**src/rtl/spike_collector.sv**
```systemverilog
// Spike collector: gathers spike/done packets from the partial-sum adders into a bitmap,
// then streams recorded spike addresses in raster order once every adder closes the timestep.
module spike_collector #(
   parameter int unsigned WIDTH         = 64,
   parameter int unsigned NUM_ADDERS    = 5,
   parameter int unsigned MAP_DIM       = 21,
   parameter int unsigned NUM_TIMESTEPS = 10,
   parameter logic [3:0]  MEM_ADDR      = 4'b0000
) (
   input  logic             clk,
   input  logic             reset,
   input  logic             in_valid,
   output logic             in_ready,
   input  logic [WIDTH-1:0] in_data,
   output logic             out_valid,
   input  logic             out_ready,
   output logic [9:0]       out_spike_addr,
   output logic [7:0]       out_timestep,
   output logic             ts_done,
   output logic             all_done,
   output logic [9:0]       spike_count,
   output logic [7:0]       err_count
);

   localparam int unsigned CELLS  = MAP_DIM * MAP_DIM;
   localparam int unsigned IDX_W  = $clog2(CELLS);
   localparam int unsigned DCNT_W = $clog2(NUM_ADDERS + 1);

   localparam logic [1:0] S_COLLECT  = 2'd0;
   localparam logic [1:0] S_DRAIN    = 2'd1;
   localparam logic [1:0] S_CLOSE    = 2'd2;
   localparam logic [1:0] S_FINISHED = 2'd3;

   localparam logic [9:0] DONE_PAYLOAD = 10'h3FF;
   localparam logic [1:0] TYPE_SPIKE   = 2'b11;

   logic [3:0] pkt_dst;
   logic [1:0] pkt_type;
   logic [9:0] pkt_payload;
   logic [4:0] pkt_x;
   logic [4:0] pkt_y;
   logic       unused_pkt_bits;

   assign pkt_dst         = in_data[59:56];
   assign pkt_type        = in_data[55:54];
   assign pkt_payload     = in_data[9:0];
   assign pkt_x           = in_data[9:5];
   assign pkt_y           = in_data[4:0];
   assign unused_pkt_bits = ^{in_data[63:60], in_data[53:10]};

   logic [1:0]        state_q, state_d;
   logic [CELLS-1:0]  map_q, map_d;
   logic [DCNT_W-1:0] done_cnt_q, done_cnt_d;
   logic [9:0]        spike_count_q, spike_count_d;
   logic [7:0]        err_count_q, err_count_d;
   logic [7:0]        timestep_q, timestep_d;
   logic [4:0]        x_q, x_d;
   logic [4:0]        y_q, y_d;
   logic              in_ready_q, in_ready_d;
   logic              out_valid_q, out_valid_d;
   logic [9:0]        out_addr_q, out_addr_d;
   logic              ts_done_q, ts_done_d;
   logic              all_done_q, all_done_d;

   logic [IDX_W-1:0]  in_idx;
   logic [IDX_W-1:0]  scan_idx;
   logic              in_range;
   logic              scan_last;
   logic              advance;
   logic              err_bump;

   // Next-state, bitmap and counter update.
   always_comb begin
      state_d       = state_q;
      map_d         = map_q;
      done_cnt_d    = done_cnt_q;
      spike_count_d = spike_count_q;
      err_count_d   = err_count_q;
      timestep_d    = timestep_q;
      x_d           = x_q;
      y_d           = y_q;
      out_valid_d   = out_valid_q;
      out_addr_d    = out_addr_q;
      ts_done_d     = 1'b0;
      advance       = 1'b0;
      err_bump      = 1'b0;

      in_idx    = IDX_W'(32'(pkt_x) * MAP_DIM + 32'(pkt_y));
      scan_idx  = IDX_W'(32'(x_q) * MAP_DIM + 32'(y_q));
      in_range  = (32'(pkt_x) < MAP_DIM) && (32'(pkt_y) < MAP_DIM);
      scan_last = (32'(x_q) == MAP_DIM - 1) && (32'(y_q) == MAP_DIM - 1);

      case (state_q)
         S_COLLECT: begin
            if (in_valid && in_ready_q) begin
               if ((pkt_dst != MEM_ADDR) || (pkt_type != TYPE_SPIKE)) begin
                  err_bump = 1'b1;
               end else if (pkt_payload == DONE_PAYLOAD) begin
                  done_cnt_d = done_cnt_q + DCNT_W'(1);
                  if (32'(done_cnt_q) + 1 == NUM_ADDERS) begin
                     state_d = S_DRAIN;
                  end
               end else if (in_range) begin
                  if (!map_q[in_idx]) begin
                     map_d[in_idx] = 1'b1;
                     spike_count_d = spike_count_q + 10'd1;
                  end
               end else begin
                  err_bump = 1'b1;
               end
            end
         end
         S_DRAIN: begin
            // A set cell is presented first, then cleared and skipped on handshake.
            if (out_valid_q) begin
               if (out_ready) begin
                  map_d[scan_idx] = 1'b0;
                  out_valid_d     = 1'b0;
                  advance         = 1'b1;
               end
            end else if (map_q[scan_idx]) begin
               out_valid_d = 1'b1;
               out_addr_d  = {x_q, y_q};
            end else begin
               advance = 1'b1;
            end
            if (advance) begin
               if (scan_last) begin
                  x_d       = 5'd0;
                  y_d       = 5'd0;
                  state_d   = S_CLOSE;
                  ts_done_d = 1'b1;
               end else if (32'(y_q) == MAP_DIM - 1) begin
                  y_d = 5'd0;
                  x_d = x_q + 5'd1;
               end else begin
                  y_d = y_q + 5'd1;
               end
            end
         end
         S_CLOSE: begin
            done_cnt_d    = '0;
            spike_count_d = 10'd0;
            timestep_d    = timestep_q + 8'd1;
            if (32'(timestep_q) + 1 == NUM_TIMESTEPS) begin
               state_d = S_FINISHED;
            end else begin
               state_d = S_COLLECT;
            end
         end
         S_FINISHED: begin
            state_d = S_FINISHED;
         end
         default: begin
            state_d = S_COLLECT;
         end
      endcase

      if (err_bump && (err_count_q != 8'hFF)) begin
         err_count_d = err_count_q + 8'd1;
      end

      in_ready_d = (state_d == S_COLLECT);
      all_done_d = all_done_q || (state_d == S_FINISHED);
   end

   always_ff @(posedge clk) begin
      if (reset) begin
         state_q       <= S_COLLECT;
         map_q         <= '0;
         done_cnt_q    <= '0;
         spike_count_q <= 10'd0;
         err_count_q   <= 8'd0;
         timestep_q    <= 8'd0;
         x_q           <= 5'd0;
         y_q           <= 5'd0;
         in_ready_q    <= 1'b0;
         out_valid_q   <= 1'b0;
         out_addr_q    <= 10'd0;
         ts_done_q     <= 1'b0;
         all_done_q    <= 1'b0;
      end else begin
         state_q       <= state_d;
         map_q         <= map_d;
         done_cnt_q    <= done_cnt_d;
         spike_count_q <= spike_count_d;
         err_count_q   <= err_count_d;
         timestep_q    <= timestep_d;
         x_q           <= x_d;
         y_q           <= y_d;
         in_ready_q    <= in_ready_d;
         out_valid_q   <= out_valid_d;
         out_addr_q    <= out_addr_d;
         ts_done_q     <= ts_done_d;
         all_done_q    <= all_done_d;
      end
   end

   assign in_ready       = in_ready_q;
   assign out_valid      = out_valid_q;
   assign out_spike_addr = out_addr_q;
   assign out_timestep   = timestep_q;
   assign ts_done        = ts_done_q;
   assign all_done       = all_done_q;
   assign spike_count    = spike_count_q;
   assign err_count      = err_count_q;

endmodule

```
**config.mk**
```make
export PLATFORM = sky130hd
export DESIGN_NAME = spike_collector
export DESIGN_NICKNAME = d
export VERILOG_FILES = /design/src/rtl/spike_collector.sv
export SDC_FILE = /design/constraint.sdc
export NUM_CORES = 2
export LEC_CHECK = 0
export ABC_CLOCK_PERIOD_IN_PS = 6700
export CAP_MARGIN = 20
export CORE_UTILIZATION = 50
export DETAILED_ROUTE_END_ITERATION = 10
export DONT_BUFFER_PORTS = 1
export PLACE_DENSITY_LB_ADDON = 0.3
export SLEW_MARGIN = 10
export SYNTH_ARGS = -nofsm -noshare
export SYNTH_HDL_FRONTEND = slang
export SYNTH_SLANG_ARGS = --single-unit
```
**constraint.sdc**
```tcl
create_clock -name clk -period 6.7 [get_ports clk]
set_clock_uncertainty 0.05 [all_clocks]
set_input_delay 0.335 -clock clk [delete_from_list [all_inputs] [get_ports clk]]
set_output_delay 0.335 -clock clk [all_outputs]
set_load 0.01 [all_outputs]
```
# Word level (Yosys, flattened, before mapping)
# Index checks and enable logic that the tools add are counted.
# Widths: inputs -> output; s select.
dict set report classes {
  addsub 10
  n_mux 51
  reduce_logical 21
  n_bitwise 6
  n_mul 2
  magnitude_cmp 6
  eq_ne 19
}
# op count
set ops {}
lappend ops {{$mux 441} 7}
lappend ops {{$pmux 441 s2} 1}
lappend ops {{$and 441x441->441} 1}
lappend ops {{$not 441->441} 1}
lappend ops {{$or 441x441->441} 1}
lappend ops {{$mux 10} 5}
lappend ops {{$lt 9x10->1 const B} 2}
lappend ops {{$mux 5} 4}
lappend ops {{$pmux 10 s2} 1}
lappend ops {{$add 9x5->9} 2}
lappend ops {{$bmux 1 s9} 2}
lappend ops {{$demux 1 s9} 2}
lappend ops {{$ge 9x1->1 const B} 2}
lappend ops {{$mul 5x5->9 const B} 2}
lappend ops {{$ne 2x2->1 const B} 9}
lappend ops {{$mux 1} 17}
lappend ops {{$add 8x1->8 const B} 2}
lappend ops {{$mux 2} 7}
lappend ops {{$add 10x1->10 const B} 1}
lappend ops {{$add 5x1->5 const B} 2}
lappend ops {{$eq 10x10->1 const B} 1}
lappend ops {{$eq 5x5->1 const B} 2}
lappend ops {{$lt 5x5->1 const B} 2}
lappend ops {{$add 8x1->9 const B} 1}
lappend ops {{other kinds (22)} 38}
dict set report totals {
  wordCells 128
  in_bits 68
  out_inout_bits 40
  reg_bits 496
}

# Longest topological paths before layout
dict set report logic_depth {
  depth_word 13
  ltp_mapped 19
  mapped_depth_nobuf 15
}

# Worst setup path after synthesis
# OpenSTA, ideal clock, no wires.
dict set report synth_timing {
  kind {input port to flip-flop}
  startpoint {input port in_data[3]}
  endpoint {register map_q[228]}
  stages 16
  n_path_buf 5
  setup_ns 0.058
  t_required_ns 6.592
  arrival_time_ns 5.211
  path_slack_ns 1.381
  cell_sequence {ha_1 -> ha_1 -> fa_1 -> inv_1 -> fa_1 -> clkbuf_1 -> clkbuf_1 -> buf_1 -> mux4_2 -> a2111oi_0 -> o32ai_1 -> o41ai_4 -> buf_4 -> buf_2 -> nor3b_1 -> o221a_2}
}
dict set report synth_between {
  elab_chain_cells 12
  elab_cells_between_ends 22
  cone_classes {add/sub (1); order compare (3); eq/ne (4); mux (10); bitwise (1); reduce/logical (3)}
}
# item line
set synth_rtl {}
lappend synth_rtl {{start: declaration} 14} ;# input logic [WIDTH-1:0] in_data,
lappend synth_rtl {{$add 9x5->9} 88} ;# in_idx = IDX_W'(32'(pkt_x) * MAP_DIM + 32'(pkt_y));
lappend synth_rtl {{$lt 9x10->1 (implied by the code) / $ge 9x1->1 (equally long branches)} 105} ;# map_d[in_idx] = 1'b1;
lappend synth_rtl {{$logic_and 1x1->1 (implied by the code)} 105}
lappend synth_rtl {{$mux 1 (implied by the code)} 105}
lappend synth_rtl {{$demux 1 s9} 105}
lappend synth_rtl {{$or 441x441->441 (no line)} --}
lappend synth_rtl {{$mux 441} 104} ;# if (!map_q[in_idx]) begin
lappend synth_rtl {{$mux 441} 103} ;# end else if (in_range) begin
lappend synth_rtl {{$mux 441} 98} ;# end else if (pkt_payload == DONE_PAYLOAD) begin
lappend synth_rtl {{$mux 441} 96} ;# if ((pkt_dst != MEM_ADDR) || (pkt_type != TYPE_SPIKE)) begin
lappend synth_rtl {{$mux 441} 95} ;# if (in_valid && in_ready_q) begin
lappend synth_rtl {{$pmux 441 s2} 93} ;# case (state_q)
lappend synth_rtl {{end signal: assignment} 184} ;# map_q <= map_d;
lappend synth_rtl {{end: declaration} 52} ;# logic [CELLS-1:0] map_q, map_d;
# Several ways; a longest one is shown, not always the timed one. The select of a mux whose other input is x is not followed.
# A chain may end at the register's enable or synchronous reset.

# Worst setup path in the final report
dict set report layout_timing {
  startpoint {register x_q[3]}
  endpoint {register y_q[1]}
}
dict set report layout_between {
  elab_chain_cells 8
  elab_cells_between_ends 11
  cone_classes {add/sub (1); mul (1); eq/ne (1); mux (6); reduce/logical (2)}
}
# item line
set layout_rtl {}
lappend layout_rtl {{start: declaration} 57} ;# logic [4:0] x_q, x_d;
lappend layout_rtl {{start signal: assignment} 175} ;# x_q <= 5'd0;
lappend layout_rtl {{start signal: assignment} 189} ;# x_q <= x_d;
lappend layout_rtl {{$mul 5x5->9} 89} ;# scan_idx = IDX_W'(32'(x_q) * MAP_DIM + 32'(y_q));
lappend layout_rtl {{$add 9x5->9} 89}
lappend layout_rtl {{$bmux 1 s9} 121} ;# end else if (map_q[scan_idx]) begin
lappend layout_rtl {{$mux 1 (implied by the code)} 121}
lappend layout_rtl {{$mux 1} 121}
lappend layout_rtl {{$mux 1} 115} ;# if (out_valid_q) begin
lappend layout_rtl {{$mux 1} 93}
lappend layout_rtl {{$reduce_and 2->1 (no line)} --}
lappend layout_rtl {{end signal: assignment} 190} ;# y_q <= y_d;
lappend layout_rtl {{end: declaration} 58} ;# logic [4:0] y_q, y_d;
# Several ways; a longest one is shown, not always the timed one. The select of a mux whose other input is x is not followed.

==> metrics.md <==
| Metric | Value |
|---|---|
| Outcome | `finished clean` |
| Vias in the first global route | `25000` |
| Rows | `85` |
| Hold WS | `0.0501 ns` |
| Cell Area, Synth | `0.0273 sq mm` |
| Top cells by area, synth | `dfxtp_1, mux4_2, o211ai_1` |
| Post-DRT Antenna Nets | `0` |
| Complex-gate fraction of the synthesized area | `between 20% and 30%` |
| Maximum capacitance violations | `0` |
| Fin. Hold Viols | `0` |
| Clk Latency, worst-skew pair | `0.67 ns` |
| HPWL after DPL | `about 65 mm` |
| Post-Synthesis Cells | `2742` |
| Hold Path Class | `input port to register` |
| Initial antenna violation count | `2` |
| Crit Path Class | `register to register` |
| CTS tree | `yes` |
| Fraction of layout cells with a size suffix above 1 | `17.9%` |
| Starting Density | `roughly half` |
| Total gr overflow | `0` |
| H-tree Lvls | `2` |
| Post-Synth XOR/XNOR Area | `0.802%` |
| Combinational power share | `18.1%` |
| Unrepaired setup endpoints after global routing | `no` |
| Routed wire length | `107 mm` |
| Max Freq | `156 MHz` |
| Post-synthesis mux area share | `20.5%` |
| Critical Path RT | `7.25 ns` |
| Via-to-Cell Ratio | `7.70` |
| Deepest clock path buffer count | `3` |
| Drt first pass iters | `7` |
| Register area share after synthesis | `36.4%` |
| Core area | `approximately 0.054 sq mm` |
| Max IR drop VDD | `between 200 and 250 uV` |
| Min Tclk post-route | `6.43 ns` |
| Commonest non-fill, non-tap cell in the layout | `dfxtp_1` |
| Input/output buffers | `0` |
| Nets | `2761` |
| Fill count | `around 4500` |
| Leading cell types in the layout, fill and taps excluded | `dfxtp_1, o21ai_0, o211ai_1, mux4_2, buf_4` |
| Die width | `~240 um` |
| Area growth, synth to finish | `10.2%` |
| Syn Nets | `~2900` |
| Leak pwr | `9.71 nW` |
| Pwr Density | `253 mW/mm^2` |
| CTS sink cnt | `496` |
| Synth Flop Type | `dfxtp_1` |
| Worst Max-Slew Pin Slew | `1.31 ns` |
| CTS Root Cell | `clkbuf_16` |
| Number of synthesized flops with an enable pin | `0` |
| Clk slew on worst S/H paths | `0.07 ns` |
| Internal power | `approximately 5.3 mW` |
| Sw power | `2.31 mW` |
| First DRT Iteration DRCs | `roughly 3900` |
| Ys Warns | `0` |
| Sequential power share | `approximately 39%` |
| DR DRC count | `0` |
| Average routed wire per standard cell | `31.7 um` |
| Post-Synth Adder-Cell Area | `3.24%` |
| Final period util | `95.9%` |
| Crit-path max FO | `28` |
| Die area | `0.0555 sq mm` |
| CP Capture Type | `register` |
| Leading area contributor after synthesis | `dfxtp_1` |
| Relative slew margins | `roughly 12%` |
| Cts bufs inserted | `53` |
| Post-Synth Simple-Gate Area | `7.93%` |
| Seq cells post-synth | `496` |
| Yosys top cell area share | `36.4%` |
| Worst EP arrival | `6.97 ns` |
| Die Y | `236 um` |
| Mapped Avg Cell Area | `9.96 sq um` |
| Synth cell types | `74` |
| Routability cong. | `1.01` |
| I/O pin total | `roughly 110` |
| Slew Limit Fails | `0` |
| Switching share of power | `between 30% and 40%` |
| Largest family of logic cells by synthesized area | `compound AO/OA/AOI/OAI gates` |
| # setup viols final | `0` |
| Setup TNS Final | `0 ns` |
| Global-route wire length before repair | `158 mm` |
| Largest net degree at the start of global routing | `208` |
| Multi-input logic area | `0.0162 sq mm` |
| Critical Path Source Type | `register` |
| Async S/R FF share, synth | `0%` |
| Postcts setup bufs | `0` |
| Total track usage | `a little under two fifths` |
| Via count | `25900` |
| Reg area | `just under 0.01 sq mm` |
| Clock share of power | `43.1%` |
cell type report:
cell class | count | area share [%]
clock inverter | 20 | 1.11
antenna | 1 | 0.00832
timing repair buffer | 124 | 3.45
tap | 696 | 2.89
sequential | 496 | 33.0
inverter | 43 | 0.561
multi-input combinational | 1909 | 53.7
clock buffer | 79 | 5.27
sequential cells by signal (all words and copies together) (netlist names), 2 cells and up:
name / count
out_spike_addr: 10
x_q: 5
state_q: 2
done_cnt_q: 3
y_q: 5
out_timestep: 8
err_count: 8
map_q: 441
spike_count: 10
metrics by stage:
| stage | power, mW | setup WS (ns) | instances | utilization (%) | cell area [sq um] |
|---|---|---|---|---|---|
| after floorplan | 3.75 | 1.38 | 2742 | - | 27300 |
| after global placement | 4.27 | 0.592 | 3263 | 52.1 | 28100 |
| after detailed placement | 4.28 | 0.531 | 3263 | 52.1 | 28100 |
| after CTS | 7.49 | 0.310 | 3366 | 55.8 | 30100 |
| after global routing | 7.73 | 0.137 | 3367 | 55.8 | 30100 |
| final | 7.60 | 0.275 | 3368 | 55.8 | 30100 |
cell usage after synthesis (19+ instances only):
cell type / number
ha_1: 58
nor2_1: 69
nand2_1: 96
o211ai_1: 355
a21oi_1: 61
mux2_2: 19
clkbuf_1: 242
or3_1: 19
dfxtp_1: 496
o21ai_0: 449
nor3_1: 27
o311ai_0: 79
nand3_1: 71
inv_1: 42
buf_2: 23
mux4_2: 204
mux2i_1: 80
a22oi_1: 54
nand4_1: 35
worst paths after layout:
kind	start	to	slack (ns)	depth (start not counted)
worst max-delay path	x_q[3]	y_q[1]	0.27	18
worst min-delay path	in_valid	err_count[1]	0.05	4
worst max register to register	x_q[3]	y_q[1]	0.27	18
worst min register to register	map_q[230]	map_q[230]	0.42	2
layer usage:
| metal | part of all wire [%] | track usage [%] | vias up |
|---|---|---|---|
| met4 | 7.4 | 24.6 | 4 |
| li1 | - | - | 10600 |
| met5 | 0.081 | 1.30 | - |
| met3 | 16 | 14.7 | 585 |
| met2 | 42 | 54.6 | 2117 |
| met1 | 35 | 46.2 | 12600 |
power by group through the flow:
stage / logic (mW) / clock network (mW) / registers, mW
2_1_floorplan: 0.736 / 0 / 3.02
3_3_place_gp: 1.26 / 0 / 3.02
3_5_place_dp: 1.26 / 0 / 3.02
4_1_cts: 1.28 / 3.26 / 2.95
5_1_grt: 1.37 / 3.41 / 2.95
6_report: 1.38 / 3.27 / 2.95
cells by family after synthesis:
group | after synthesis
AO/OA/AOI/OAI | 1104
flip-flops | 496
AND/OR/NAND/NOR | 411
buffers and inverters | 337
multiplexers | 303
adder cells (fa/ha/maj) | 66
XOR/XNOR | 25
critical path, stage by stage (launching register included):
cell,delay [ns]
dfxtp_1,0.52
ha_1,0.30
ha_1,0.27
inv_1,0.06
fa_1,0.53
inv_1,0.07
fa_2,1.17
nor2_1,0.28
buf_4,0.31
a22oi_1,0.20
nand2_1,0.12
a221oi_1,0.45
o31ai_1,0.19
a32oi_1,0.52
buf_4,0.23
a31o_2,0.26
nand3_1,0.10
a21oi_1,0.14
dlygate4sd3_1,0.55
repair_timing:
item / in CTS / in global routing
gates resized for setup: 0 / 1
hold buffers: 4 / 0
hold endpoints to repair: 54 / 0
setup endpoints to repair: 0 / 1
No activity file was read; power rests on OpenSTA's default activity.
